### src/rtl/csa_resolver.sv
// csa_resolver: resolves a redundant (sum, carry) pair into one binary result,
// CHUNK bits per cycle, with a registered carry between slices.
// Optional leading-zero count: define CSA_RESOLVER_LZC_EN to add out_lzc.
//
// Handshake: a transfer happens on a rising edge where valid && ready are both
// high. in_ready is high only in IDLE. out_valid is high only in DONE, and
// out_result/out_cout/out_lzc are held there until out_ready is seen.
module csa_resolver #(
    parameter int WIDTH = 106,
    parameter int CHUNK = 32
) (
    input  logic             clk,
    input  logic             rst_n,
    input  logic             in_valid,
    output logic             in_ready,
    input  logic [WIDTH-1:0] in_sum,
    input  logic [WIDTH-1:0] in_carry,
    output logic             out_valid,
    input  logic             out_ready,
    output logic [WIDTH-1:0] out_result,
    output logic             out_cout,
`ifdef CSA_RESOLVER_LZC_EN
    output logic [$clog2(WIDTH+1)-1:0] out_lzc,
`endif
    output logic [1:0]       dbg_state_o
);

    localparam int NSLICE = (WIDTH + CHUNK - 1) / CHUNK;
    localparam int LASTW  = WIDTH - (NSLICE - 1) * CHUNK;
    localparam int IDXW   = (NSLICE > 1) ? $clog2(NSLICE) : 1;
    localparam int LZW    = $clog2(WIDTH + 1);
    // Bits of the final slice that actually belong to the operands.
    localparam logic [CHUNK-1:0] LAST_MASK = {CHUNK{1'b1}} >> (CHUNK - LASTW);

    typedef enum logic [1:0] {
        S_IDLE = 2'd0,
        S_BUSY = 2'd1,
        S_DONE = 2'd2
    } state_t;

    state_t           state_q, state_d;
    logic [IDXW-1:0]  idx_q, idx_d;
    logic             cbit_q, cbit_d;
    logic [WIDTH-1:0] op_sum_q, op_sum_d;
    logic [WIDTH-1:0] op_carry_q, op_carry_d;
    logic [WIDTH-1:0] result_q, result_d;

    int               base;
    logic             is_last;
    logic [CHUNK-1:0] slice_a;
    logic [CHUNK-1:0] slice_b;
    logic [CHUNK-1:0] valid_mask;
    logic [CHUNK:0]   slice_sum;
    logic [CHUNK-1:0] slice_bits;
    logic             slice_cout;
    logic [WIDTH-1:0] merged;

`ifdef CSA_RESOLVER_LZC_EN
    logic [LZW-1:0]   lzc_q, lzc_d;
    logic             slice_nz;
    int               top_pos;
    logic [LZW-1:0]   lzc_slice;
`endif

    // Slice adder: add slice idx of both operands plus the carry from the slice below.
    always_comb begin
        base       = int'(idx_q) * CHUNK;
        is_last    = (idx_q == IDXW'(NSLICE - 1));
        slice_a    = CHUNK'(op_sum_q >> base);
        slice_b    = CHUNK'(op_carry_q >> base);
        valid_mask = is_last ? LAST_MASK : {CHUNK{1'b1}};
        slice_sum  = {1'b0, slice_a} + {1'b0, slice_b} + {{CHUNK{1'b0}}, cbit_q};
        slice_bits = slice_sum[CHUNK-1:0] & valid_mask;
        // In a narrow last slice the carry out of bit WIDTH-1 lands at LASTW.
        slice_cout = is_last ? slice_sum[LASTW] : slice_sum[CHUNK];
        merged     = (result_q & ~(WIDTH'(valid_mask) << base)) | (WIDTH'(slice_bits) << base);
    end

`ifdef CSA_RESOLVER_LZC_EN
    // Leading-zero position inside the current slice; higher slices overwrite lower ones.
    always_comb begin
        slice_nz = |slice_bits;
        top_pos  = 0;
        for (int i = 0; i < CHUNK; i++) begin
            if (slice_bits[i]) top_pos = i;
        end
        lzc_slice = LZW'(WIDTH - base - top_pos - 1);
    end
`endif

    // Next-state and handshake logic for the IDLE/BUSY/DONE sequencer.
    always_comb begin
        state_d    = state_q;
        idx_d      = idx_q;
        cbit_d     = cbit_q;
        op_sum_d   = op_sum_q;
        op_carry_d = op_carry_q;
        result_d   = result_q;
`ifdef CSA_RESOLVER_LZC_EN
        lzc_d      = lzc_q;
`endif
        case (state_q)
            S_IDLE: begin
                if (in_valid) begin
                    state_d    = S_BUSY;
                    op_sum_d   = in_sum;
                    op_carry_d = in_carry;
                    idx_d      = '0;
                    cbit_d     = 1'b0;
`ifdef CSA_RESOLVER_LZC_EN
                    // An all-zero result leaves the count at WIDTH.
                    lzc_d      = LZW'(WIDTH);
`endif
                end
            end
            S_BUSY: begin
                result_d = merged;
                cbit_d   = slice_cout;
`ifdef CSA_RESOLVER_LZC_EN
                if (slice_nz) lzc_d = lzc_slice;
`endif
                if (is_last) begin
                    state_d = S_DONE;
                    idx_d   = '0;
                end else begin
                    idx_d = idx_q + IDXW'(1);
                end
            end
            S_DONE: begin
                if (out_ready) state_d = S_IDLE;
            end
            default: state_d = S_IDLE;
        endcase
    end

    // State and datapath registers with synchronous active-low reset.
    always_ff @(posedge clk) begin
        if (!rst_n) begin
            state_q    <= S_IDLE;
            idx_q      <= '0;
            cbit_q     <= 1'b0;
            op_sum_q   <= '0;
            op_carry_q <= '0;
            result_q   <= '0;
`ifdef CSA_RESOLVER_LZC_EN
            lzc_q      <= '0;
`endif
        end else begin
            state_q    <= state_d;
            idx_q      <= idx_d;
            cbit_q     <= cbit_d;
            op_sum_q   <= op_sum_d;
            op_carry_q <= op_carry_d;
            result_q   <= result_d;
`ifdef CSA_RESOLVER_LZC_EN
            lzc_q      <= lzc_d;
`endif
        end
    end

    assign in_ready    = (state_q == S_IDLE);
    assign out_valid   = (state_q == S_DONE);
    assign out_result  = result_q;
    // The carry register holds the carry out of bit WIDTH-1 once the last slice is done.
    assign out_cout    = cbit_q;
    assign dbg_state_o = state_q;
`ifdef CSA_RESOLVER_LZC_EN
    assign out_lzc     = lzc_q;
`endif

endmodule

### config.mk
export PLATFORM = sky130hd
export DESIGN_NAME = csa_resolver
export DESIGN_NICKNAME = d
export VERILOG_FILES = /design/src/rtl/csa_resolver.sv
export SDC_FILE = /design/constraint.sdc
export NUM_CORES = 1
export LEC_CHECK = 0
export CORE_MARGIN = 2
export CORE_UTILIZATION = 55
export CTS_CLUSTER_DIAMETER = 40
export DETAILED_ROUTE_END_ITERATION = 6
export HOLD_SLACK_MARGIN = 0.05
export PLACE_DENSITY = 0.93
export SYNTH_ARGS = -nofsm -noshare
export SYNTH_HDL_FRONTEND = slang
export SYNTH_SLANG_ARGS = --single-unit
### constraint.sdc
create_clock -name clk -period 6.59 [get_ports clk]
set_clock_uncertainty 0.15 [all_clocks]
set_input_delay 1.6475 -clock clk [delete_from_list [all_inputs] [get_ports clk]]
set_output_delay 1.6475 -clock clk [all_outputs]
set_load 0.01 [all_outputs]
==> impl_metrics.toml, run 1 <==
[setup_path]
worstSetupStartpointType = "flop"
crit_family = "compound AO/OA/AOI/OAI gates"
ff2ff_path_depth = 10
path_class = "flop to flop"
rrSetupSlack_ns = 2.14
crit_buf_inv = 1
crit_slowest_cell = "dfxtp_4"
cp_slowest_stage_delay_ns = 0.79
rr_startpoint = "idx_q[0]"
crit_arrival_ns = 4.71
crit_chain = "buf_4 > mux4_2 > fa_1 > a211oi_1 > nor3_1 > o21a_1 > nor4_1 > a21oi_1 > mux2i_1 > o21ai_0"
path_max_fanout = 48
required_ns = 6.84
timing.rr.end = "out_result[94]"
end_kind = "flop"

[run_status]
outcome = "finished, violations left"
violations = "design-rule violations"

[detailed_routing]
drt_iter0_drc = 1397
wl_mm = 45.61
dr.pass1.iters = 7
drc_errors = 1
drt-vias-per-instance = 5.886
detail_route.wl_per_cell_um = 19.15
num_vias = 14020
ant_nets = 0

[sta]
slew_headroom_pct = 24.85
max_slew.worst_pin.slew_ns = 1.127
holdWs_ns = 0.3085
finalHoldViolations = 0
setup_viol = 0
rsz0062_at_grt = "no"
setup_ws_ns = 2.136
clock.fmax_mhz = 224.5
period_needed_ns = 4.454
fin_tns_setup_ns = 0
finalCritPeriodShare_pct = 67.58
slew_violations = 0

[cells_and_area]
syn2layout_area_growth_pct = 30.48
layout.nets = 2261
drive_gt1_share_pct = 6.667
layoutNonFillerInstCount = 2382

[synth]
yosysSeqAreaShare_pct = 42.69
yosys_most_used_dff = "dfxtp_1"
synth_fp_nets = 2019
netlist_instances = 1766
syn_area_mm2 = 0.01515
syn_area_per_cell_um2 = 8.578
synth_edf_count = 0
ys_types = 67
synth_warnings = 0
async_flop_share_pct = 0
ys_ff_latch = 323

[pwr]
irDropWorstVdd_mv = 0.1688
cell_internal_pwr_mw = 3.707
power_frac_clock_pct = 44.4
p_leak_nw = 7.249
power.switching_mw = 1.373
pwr_density_cell_mw_per_mm2 = 257.1
p_sw_share_pct = 27.03
power_frac_seq_pct = 41.6
combPwrFrac_pct = 14.0

[die]
dieWidth_um = 170.0
die_h_um = 170.0
die_area_mm2 = 0.02889
fp-row-count = 60
design.core.area_mm2 = 0.02703
initial_core_util_pct = 56.05
boundaryPins = 327

[global_route]
antenna_found_initial = 1
overflow = 0
grt_pass1_vias = 13330
grt_pass1_wl_mm = 70.52
grt_max_degree = 181
grt_usage_pct = 30.55

[cts]
clockBufferDepth = 3
cts_buffers = 40
cts_resized = 0
cts_tree = "done"
cts.sinks = 323
cts_root_buffer = "clkbuf_16"
cts-htree-levels = 2
clk-insertion-delay-late_ns = 0.54
clkTransAtPathRegs_ns = 0.06
holdBufCountCts = 0
cts_setup_buffers = 0

[min_path]
whs_path_depth = 2
min_from = "out_result[63]"
min_to = "out_result[63]"
min_path_type = "flop to flop"

[run]
cap_violations = 0

[placement]
gp_congestion = 0.9024
hpwlAfterDp_mm = 32.30
place_ws_ns = 2.175
port_buffers = 326
dp.cells = 2307
[state kept, by name (all words and copies together) (netlist names)]
name         flops
op_carry_q     106
idx_q            2
out_cout         1
dbg_state_o      2
out_result     106
op_sum_q       106
[through the flow]
stage / util [%] / cell area [um^2] / power [mW]
final: 73.13 / 19770 / 5.081
after global routing: 73.13 / 19770 / 5.236
after CTS: 73.13 / 19760 / 5.083
after detailed placement: 67.96 / 18370 / 2.846
after global placement: 67.96 / 18370 / 2.825
after floorplan: - / 15150 / 2.544
[worst register-to-register path, cell delays in order, from the launching register on]
cell and delay (ns):
dfxtp_4 0.79, buf_4 0.56, mux4_2 0.62, fa_1 0.47
a211oi_1 0.47, nor3_1 0.12, o21a_1 0.24, nor4_1 0.32
a21oi_1 0.17, mux2i_1 0.29, o21ai_0 0.14
[power groups by stage]
stage	sequential (mW)	combinational, mW	clock [mW]
floorplan	2.13	0.412	0
global placement	2.15	0.679	0
detailed placement	2.15	0.695	0
CTS	2.11	0.703	2.27
global route	2.12	0.763	2.35
finish	2.11	0.711	2.26
[cells by family (layout without fill, tap and decap cells)]
kind of cell | after synthesis | in the layout | share of synthesized area, %
simple gates | 675 | 675 | 18.51
buf+inv | 150 | 424 | 4.270
mux | 71 | 71 | 6.343
fa+ha+maj | 37 | 37 | 3.155
other cells | 0 | 1 | 0
flops | 323 | 323 | 42.69
compound gates | 485 | 485 | 23.59
xor+xnor | 25 | 25 | 1.445
[synth_stat cells, drive strengths merged, types with 13 or more instances]
library cell | number | area [um^2]
a21boi | 220 | 1652
a21oi | 43 | 237.7
a22o | 33 | 289.0
a22oi | 41 | 307.8
and2 | 14 | 87.58
buf | 28 | 187.7
clkbuf | 109 | 410.4
dfxtp | 323 | 6466
ha | 35 | 437.9
inv | 13 | 48.80
mux2i | 51 | 510.5
mux4 | 20 | 450.4
nand2 | 543 | 2041
nor2 | 23 | 86.33
nor2b | 46 | 287.8
nor3 | 13 | 75.07
o21ai | 35 | 182.7
o22ai | 44 | 275.3
xnor2 | 16 | 140.1
[cells in the final DEF (no fill, tap or decap), types with 11 or more instances in the layout]
cell type | netlist | routed
a21boi_0 | 220 | 220
a21o_1 | 11 | 11
a21oi_1 | 39 | 39
a22o_1 | 33 | 33
a22oi_1 | 41 | 41
and2_1 | 14 | 13
clkbuf_16 | 0 | 41
clkdlybuf4s50_1 | 0 | 325
dfxtp_1 | 323 | 321
ha_1 | 35 | 35
inv_1 | 13 | 13
mux2i_1 | 51 | 51
mux4_2 | 20 | 20
nand2_1 | 542 | 541
nor2_1 | 23 | 23
nor2b_1 | 46 | 46
nor3_1 | 11 | 11
o21ai_0 | 27 | 27
o22ai_1 | 44 | 44
xnor2_1 | 16 | 16
[final cells by class]
class	instances	area, um^2
Clock buffer	47	1089
Fill cell	1847	7261
Tap cell	341	426.7
Clock inverter	27	307.8
Sequential cell	323	6474
Timing Repair Buffer	337	3372
Multi-Input combinational cell	1293	8045
Antenna cell	1	2.502
Inverter	13	48.80
[worst max path at each step]
stage          startpoint              to  slack, ns  cells past startpoint
6_report         idx_q[0]  out_result[94]       2.14                     10
5_1_grt          idx_q[0]  out_result[30]       1.82                     10
4_1_cts          idx_q[0]  out_result[94]       2.17                     11
3_5_place_dp     idx_q[0]  out_result[94]       2.17                     11
3_3_place_gp     idx_q[0]  out_result[30]       2.19                     11
2_1_floorplan    idx_q[0]  out_result[28]       2.43                     12
[metal layers]
layer	GRT usage (%)	part of all wire, %	vias to the layer above
met5	0	0	-
met1	41.50	44	6697
met3	4.837	7.1	112
met4	9.588	3.0	0
met2	50.12	46	622
li1	-	-	6589
Note: power is estimated with default switching activity, not from simulation.
==> run 2: changes to the inputs <==
CORE_UTILIZATION = 51   (was 55)
PLACE_DENSITY = 0.87   (was 0.93)
clock period = 4.1 ns   (was 6.59 ns; I/O delays follow)
==> impl_metrics.toml, run 2 (same netlist as run 1, synthesis figures left out) <==
[run_status]
outcome = "complete, no violations"

[pwr]
combPwrFrac_pct = 14.3
irDropWorstVdd_mv = 0.2558
cell_internal_pwr_mw = 6.137
p_sw_share_pct = 25.67
p_leak_nw = 7.356
power.switching_mw = 2.119
power_frac_clock_pct = 44.8
power_frac_seq_pct = 40.9
pwr_density_cell_mw_per_mm2 = 412.4

[cts]
cts_tree = "done"
clockBufferDepth = 3
holdBufCountCts = 0
cts_root_buffer = "clkbuf_16"
cts.sinks = 323
cts-htree-levels = 2
cts_setup_buffers = 0
cts_buffers = 39
clkTransAtPathRegs_ns = 0.06
cts_resized = 0
clk-insertion-delay-late_ns = 0.52

[sta]
finalCritPeriodShare_pct = 92.97
fin_tns_setup_ns = 0
setup_viol = 0
max_slew.worst_pin.slew_ns = 0.9693
slew_violations = 0
clock.fmax_mhz = 262.4
setup_ws_ns = 0.2884
finalHoldViolations = 0
slew_headroom_pct = 35.38
period_needed_ns = 3.812
rsz0062_at_grt = "no"

[global_route]
grt_usage_pct = 28.44
overflow = 0
grt_pass1_vias = 13200
antenna_found_initial = 3
grt_max_degree = 240
grt_pass1_wl_mm = 70.67

[die]
design.core.area_mm2 = 0.02948
fp-row-count = 63
die_area_mm2 = 0.03110
boundaryPins = 327
initial_core_util_pct = 51.38
dieWidth_um = 176.3
die_h_um = 176.3

[placement]
place_ws_ns = 0.2292
hpwlAfterDp_mm = 32.52
gp_congestion = 0.9187
port_buffers = 326

[cells_and_area]
layout.nets = 2270
mostFrequentLayoutCells = "nand2_1, clkdlybuf4s50_1, dfxtp_1"
drive_gt1_share_pct = 6.891
layout_commonest_cell = "nand2_1"
syn2layout_area_growth_pct = 32.14

[detailed_routing]
ant_nets = 0
drt_iter0_drc = 1287
wl_mm = 45.18
num_vias = 13800
drt-vias-per-instance = 5.657
drc_errors = 0
detail_route.wl_per_cell_um = 18.53
dr.pass1.iters = 5

[setup_path]
required_ns = 4.35
rrSetupSlack_ns = 0.29
crit_arrival_ns = 4.06
end_kind = "flop"
ff2ff_path_depth = 10
cp-startpoint = "idx_q[0]"
rr_startpoint = "idx_q[0]"
worstSetupStartpointType = "flop"
path_class = "flop to flop"
timing.rr.end = "out_cout"
path_max_fanout = 4

[run]
cap_violations = 0

[min_path]
min_from = "out_result[85]"
min_path_type = "flop to flop"
min_to = "out_result[85]"
whs_path_depth = 2
-- run 2: changes by cell type in the layout (fill, tap and decap cells not counted), moves of 2 or more --
cell / previous run / this run
buf_12: 2 / 9
buf_4: 9 / 12
bufinv_16: 3 / 6
clkbuf_1: 2 / 5
clkinv_2: 2 / 5
clkinv_4: 5 / 1
clkinvlp_4: 6 / 0
diode_2: 1 / 3
inv_6: 6 / 2
-- run 2: critical path, stage by stage (launching register included) --
cell and delay [ns]:
dfxtp_4 0.40, mux4_2 0.52, fa_1 0.46, fa_1 0.51, a211oi_2 0.38, nor3_1 0.09, o21a_1 0.23, nor4_1 0.34
a211oi_1 0.13, o31ai_1 0.34, a31oi_1 0.13
-- run 2: layout make-up --
cell class	count	area, um^2
fill	2261	9464
multi-input combinational	1293	8055
sequential	323	6474
timing repair buffer	347	3535
clock buffer	50	1100
tap	390	488.0
clock inverter	20	309.0
inverter	13	48.80
antenna	3	7.507
-- run 2: worst max path at each step --
stage | to | slack, ns | depth (start not counted)
finish | out_cout | 0.29 | 10
global route | out_cout | 0.06 | 10
CTS | out_cout | 0.21 | 10
detailed placement | out_cout | 0.23 | 10
global placement | out_cout | 0.34 | 10
floorplan | out_result[28] | 0.11 | 13
-- run 2: stage by stage --
stage / hold WS (ns) / cells / cell area [um^2] / util (%) / total power [mW]
2_1_floorplan: 0.2902 / 1766 / 15150 / - / 4.089
3_3_place_gp: 0.2936 / 2366 / 18600 / 63.08 / 4.576
3_5_place_dp: 0.2972 / 2366 / 18600 / 63.08 / 4.601
4_1_cts: 0.3116 / 2436 / 20000 / 67.86 / 8.269
5_1_grt: 0.3253 / 2439 / 20020 / 67.90 / 8.532
6_report: 0.3110 / 2439 / 20020 / 67.90 / 8.255
-- run 2: metal layers --
layer | share of wire [%] | GRT usage, % | vias up
li1 | - | - | 6609
met1 | 45 | 40.45 | 6491
met2 | 45 | 44.31 | 602
met3 | 7.5 | 3.941 | 96
met4 | 3.0 | 10.06 | 0
met5 | 0 | 0 | -
-- run 2: power by group through the flow --
stage                     logic [mW]  clock network (mW)  registers (mW)
final                           1.18                3.70            3.38
after global routing            1.27                3.87            3.39
after CTS                       1.17                3.73            3.37
after detailed placement        1.16                   0            3.44
after global placement          1.14                   0            3.43
after floorplan                0.663                   0            3.43
